## src/rtl/order_msg_arbiter.sv

```systemverilog
// Round-robin arbiter sharing one order-message egress channel between NUM_REQ
// packet sources; disabled or unknown message types are drained and counted.
module order_msg_arbiter #(
  parameter int NUM_REQ = 4,
  parameter int DATA_W  = 64
) (
  input  logic                         clk,
  input  logic                         rst_n,
  input  logic [NUM_REQ-1:0]           s_valid,
  output logic [NUM_REQ-1:0]           s_ready,
  input  logic [NUM_REQ*DATA_W-1:0]    s_data,
  input  logic [NUM_REQ-1:0]           s_last,
  input  logic [NUM_REQ*8-1:0]         s_msg_type,
  output logic                         m_valid,
  input  logic                         m_ready,
  output logic [DATA_W-1:0]            m_data,
  output logic                         m_last,
  output logic [7:0]                   m_msg_type,
  output logic [$clog2(NUM_REQ)-1:0]   m_src_id,
  input  logic [3:0]                   cfg_type_en,
  input  logic                         cfg_cancel_prio,
  output logic [15:0]                  drop_count
);

  localparam int SRC_W = $clog2(NUM_REQ);

  typedef enum logic [1:0] {ST_IDLE, ST_FWD, ST_DROP} state_t;

  state_t             state_q, state_d;
  logic [SRC_W-1:0]   rr_q, rr_d;
  logic [SRC_W-1:0]   src_q, src_d;
  logic [7:0]         type_q, type_d;
  logic [15:0]        drop_q, drop_d;

  logic [NUM_REQ-1:0] cancel_vec;
  logic [NUM_REQ-1:0] cand;
  logic [SRC_W-1:0]   grant;
  logic [7:0]         grant_type;
  logic               sel_valid;
  logic               sel_last;
  logic [DATA_W-1:0]  sel_data;

  function automatic logic type_fwd(input logic [7:0] t, input logic [3:0] en);
    case (t)
      8'h4F:   return en[0];
      8'h55:   return en[1];
      8'h58:   return en[2];
      8'h4D:   return en[3];
      default: return 1'b0;
    endcase
  endfunction

  function automatic logic [SRC_W-1:0] next_idx(input logic [SRC_W-1:0] i);
    if (int'(i) == NUM_REQ - 1) return '0;
    return i + 1'b1;
  endfunction

  // First set bit of c at or above ptr, wrapping modulo NUM_REQ.
  function automatic logic [SRC_W-1:0] rr_pick(input logic [NUM_REQ-1:0] c,
                                               input logic [SRC_W-1:0] ptr);
    logic [SRC_W-1:0] idx;
    logic [SRC_W-1:0] pick;
    logic             found;
    idx   = ptr;
    pick  = ptr;
    found = 1'b0;
    for (int k = 0; k < NUM_REQ; k++) begin
      if (!found && c[idx]) begin
        pick  = idx;
        found = 1'b1;
      end
      idx = next_idx(idx);
    end
    return pick;
  endfunction

  function automatic logic [15:0] sat_inc16(input logic [15:0] v);
    return (v == 16'hFFFF) ? v : v + 16'd1;
  endfunction

  always_comb begin
    cancel_vec = '0;
    for (int i = 0; i < NUM_REQ; i++) begin
      cancel_vec[i] = s_valid[i] && (s_msg_type[i*8 +: 8] == 8'h58);
    end
    cand = (cfg_cancel_prio && (|cancel_vec)) ? cancel_vec : s_valid;
  end

  assign grant      = rr_pick(cand, rr_q);
  assign grant_type = s_msg_type[int'(grant)*8 +: 8];
  assign sel_valid  = s_valid[src_q];
  assign sel_last   = s_last[src_q];
  assign sel_data   = s_data[int'(src_q)*DATA_W +: DATA_W];

  always_comb begin
    state_d = state_q;
    rr_d    = rr_q;
    src_d   = src_q;
    type_d  = type_q;
    drop_d  = drop_q;
    s_ready = '0;
    m_valid = 1'b0;
    m_data  = '0;
    m_last  = 1'b0;
    case (state_q)
      ST_IDLE: begin
        if (|s_valid) begin
          src_d   = grant;
          type_d  = grant_type;
          state_d = type_fwd(grant_type, cfg_type_en) ? ST_FWD : ST_DROP;
        end
      end
      ST_FWD: begin
        m_valid        = sel_valid;
        m_data         = sel_data;
        m_last         = sel_last;
        s_ready[src_q] = m_ready;
        if (sel_valid && m_ready && sel_last) begin
          state_d = ST_IDLE;
          rr_d    = next_idx(src_q);
        end
      end
      ST_DROP: begin
        s_ready[src_q] = 1'b1;
        if (sel_valid && sel_last) begin
          state_d = ST_IDLE;
          rr_d    = next_idx(src_q);
          drop_d  = sat_inc16(drop_q);
        end
      end
      default: state_d = ST_IDLE;
    endcase
  end

  always_ff @(posedge clk or negedge rst_n) begin
    if (!rst_n) begin
      state_q <= ST_IDLE;
      rr_q    <= '0;
      src_q   <= '0;
      type_q  <= '0;
      drop_q  <= '0;
    end else begin
      state_q <= state_d;
      rr_q    <= rr_d;
      src_q   <= src_d;
      type_q  <= type_d;
      drop_q  <= drop_d;
    end
  end

  assign m_msg_type = type_q;
  assign m_src_id   = src_q;
  assign drop_count = drop_q;

endmodule

```

## config.mk

```make
export PLATFORM = sky130hd
export DESIGN_NAME = order_msg_arbiter
export DESIGN_NICKNAME = d
export VERILOG_FILES = /design/src/rtl/order_msg_arbiter.sv
export SDC_FILE = /design/constraint.sdc
export NUM_CORES = 1
export LEC_CHECK = 0
export ABC_AREA = 0
export CORE_AREA = 2 2 156 158
export DETAILED_ROUTE_END_ITERATION = 10
export DIE_AREA = 0 0 158 160
export DONT_BUFFER_PORTS = 1
export GPL_TIMING_DRIVEN = 1
export PLACE_DENSITY = 0.36
export SLEW_MARGIN = 20
export SYNTH_ARGS = -nofsm -noshare
export SYNTH_HDL_FRONTEND = slang
export SYNTH_SLANG_ARGS = --single-unit
```

## constraint.sdc

```tcl
create_clock -name clk -period 9.1 [get_ports clk]
set_input_delay 1.82 -clock clk [delete_from_list [all_inputs] [get_ports clk]]
set_output_delay 1.82 -clock clk [all_outputs]
set_load 0.05 [all_outputs]
```

==> flow_summary.ini <==
[layout]
most_common_cell_after_layout_fill_and_taps_aside = and2_1
ratio_of_cells_with_drive_above_1_in_the_final_layout_pct = 25.51
finalNonFillerCells = 727
finalInstanceArea_sq_mm = 0.004949
layout_common_cells = 78 x and2_1, 68 x mux4_2, 28 x dfrtp_1
area_delta_synth_final_pct = 10.38
fillCellCount = 2653
post_layout_nets = 709

[timing]
fin_skew_ns = 0.008384
fin_hold_ws_ns = 0.5993
layout_worst_path_cycle_share_pct = 62.64
rsz0062_at_grt = no
hold_viol_final = 0
max_frequency_mhz = 175.4
setup_violations = 0
worstMarginPinSlew_ns = 1.108
timing.slew.headroom_pct = 26.14
timing.final.max_slew_violations = 0
final_period_minus_worst_setup_slack_ns = 5.700
setup_tns_ns = 0

[logic_synthesis]
netlist-cell-type-count = 66
syn-num-nets = 731
number_of_enable_type_register_cells_in_the_synthesized_netlist = 0
ys.flop_type = dfrtp_1
post_synth.cell_area_avg_sq_um = 10.73
yosysWarnings = 0
synth-seq-cells = 30
synth_seq_area_share_pct = 16.75
async_reset_ff_share_pct = 100.0
syn-instance-count = 418
mappedNetlistArea_sq_mm = 0.004483

[grt]
grt_start_max_net_pins = 71
grt_pass1_vias = 3867
global_router_s_overall_resource_usage_pct = 15.74
globalRouteOverflowTotal = 0
grt_pass1_wl_um = 28710
antenna_found_initial = 18

[floorplanning]
core.rowCount = 57
placeable_core_region_sq_mm = 0.02382
fp.dieW_um = 158
fp.dieH_um = 160
initial_core_util_pct = 18.82
die-area_sq_mm = 0.02528
ioPinCount = 400

[drt]
length_of_the_first_detailed_routing_pass_in_iterations = 5
average_via_count_per_standard_cell = 5.279
drt-initial-drc-count = 364
number_of_design_rule_violations_left_after_detail_routing = 0
detailroute.via_count = 3838
totalWireLength_um = 21630
drt-wirelength-per-cell_um = 29.76
antenna_violating_nets_post_route = 0

[min_path]
hold-path-endpoint = state_q[0]
timing.hold.worst_path_depth = 1
timing.hold.worst.start = state_q[0]
worst_min_delay_path_class = reg2reg

[worst_setup_path]
slowest_stage_delay_on_critical_path_ns = 0.76
cp_data_required_time_ns = 9.31
timing_worst_setup_path_type = in2reg
worst_r2r_endpoint = drop_count[15]
end_kind = flip-flop
reg2reg_depth = 9
timing.critical_path.buf_inv = 0
setup_slack_of_the_most_critical_reg_to_reg_path_ns = 5.20
path_delay_family = compound AO/OA/AOI/OAI gates
startpoint_type = input port
cp_data_arrival_time_ns = 5.91
rr_startpoint = m_src_id[0]
crit_path_top_delay_cell = a32oi_1
timing.critical_path.from = s_msg_type[8]
timing.critical_path.cells = nor4b_1, nand3_1, a32oi_1, a22oi_1, o32ai_1, o21a_1, mux4_2, nand3b_1, o22ai_1, a32o_1
cp_max_fo = 15

[place]
post_dp_cell_area_sq_mm = 0.004786
place.gp.congestion = 0.9190
place.detailed.instances = 713
io_buffers = 0
dpl.hpwl_um = 18580

[pwr]
irDropWorstVdd_mv = 0.2690
power.total_mw = 1.494
static-leakage-power_nw = 1.725
power_per_cell_area_mw_per_mm2 = 301.8

[cts]
cts_tree = yes
cts.path.max_buffers = 2
cts_hold_buf = 0
clockRootBuffer = clkbuf_16
clock_latency_ns = 0.27
postCtsSetupRepairBufs = 0
cts_max_level = 2
clk_pin_slew_ns = 0.05
cts_buffers = 5
post_cts.resized_instances = 0
clock_sink_count = 30

[flow_run]
cap_viol_max_count = 0

[status]
run_status = finished, final reports clean
layer usage:
metal,part of all wire (%),track usage [%]
met1,36,18.47
met2,49,26.72
met3,13,7.083
met4,1.6,2.703
met5,0.62,0
metrics by stage:
step | utilization [%] | worst slack (ns)
3_3_place_gp | 20.09 | 3.295
3_5_place_dp | 20.09 | 3.149
4_1_cts | 20.66 | 3.422
5_1_grt | 20.74 | 2.998
2_1_floorplan | - | 4.256
6_report | 20.77 | 3.400
synth_stat cells, types with 4 or more instances:
| cell | number | area share [%] |
|---|---|---|
| and2_1 | 78 | 11 |
| mux2i_1 | 17 | 3.8 |
| mux2_2 | 7 | 1.8 |
| nand3_1 | 10 | 1.1 |
| mux4_2 | 68 | 34 |
| ha_1 | 9 | 2.5 |
| xnor2_1 | 9 | 1.8 |
| a21boi_0 | 4 | 0.67 |
| nand2_1 | 22 | 1.8 |
| and3_1 | 5 | 0.70 |
| nor2_1 | 18 | 1.5 |
| a21oi_1 | 9 | 1.0 |
| xor2_1 | 6 | 1.2 |
| buf_1 | 11 | 0.92 |
| clkbuf_1 | 17 | 1.4 |
| inv_1 | 11 | 0.92 |
| o31ai_1 | 5 | 0.84 |
| dfrtp_1 | 30 | 17 |
| o21ai_1 | 6 | 0.67 |
| nor3_1 | 6 | 0.67 |
state kept, by name, summed over array words and instances, names as in the netlist:
signal,flops
m_src_id,2
drop_count,16
m_msg_type,8
rr_q,2
state_q,2
worst reg2reg max path: cells and delay by family (launching register included):
| family | cells | cell delay (ns) |
|---|---|---|
| compound gates | 1 | 0.47 |
| xor+xnor | 1 | 0.17 |
| buf+inv | 1 | 0.76 |
| flops | 1 | 0.82 |
| mux | 1 | 0.46 |
| simple gates | 5 | 1.14 |
power by group:
| group | leakage, nW | total, mW | internal (mW) | switching, mW |
|---|---|---|---|---|
| logic | 1.27 | 0.914 | 0.478 | 0.436 |
| registers | 0.381 | 0.429 | 0.176 | 0.254 |
| clock network | 0.0695 | 0.151 | 0.0982 | 0.0527 |
| total | 1.72 | 1.49 | 0.752 | 0.742 |
worst max-delay path by stage:
stage	end	slack, ns	cells after the start
after floorplan	state_q[0]	4.26	11
after global placement	state_q[0]	3.30	10
after detailed placement	state_q[0]	3.15	10
after CTS	state_q[0]	3.42	10
after global routing	state_q[1]	3.00	11
final	state_q[0]	3.40	10
kinds of logic after synthesis:
kind of cell               after synthesis  synth area share, %
adders and majority gates                9                2.512
xor gates and xnor gates                15                2.931
muxes                                   97                41.39
buffers and inverters                   42                3.935
DFF                                     30                16.75
AOI/OAI and AO/OA                       58                10.08
and+or+nand+nor                        167                22.41
cell type report:
type                            instances  area [sq um]  area share [%]
Multi-Input combinational cell        346          3576           72.26
Clock inverter                          2         10.01          0.2023
Inverter                               11         41.29          0.8344
Tap cell                              324         405.4           8.192
Antenna cell                            7         17.52          0.3540
Sequential cell                        30         758.2           15.32
Timing Repair Buffer                    2         15.01          0.3034
Clock buffer                            5         125.1           2.528
Note: power is estimated with default switching activity, not from simulation.
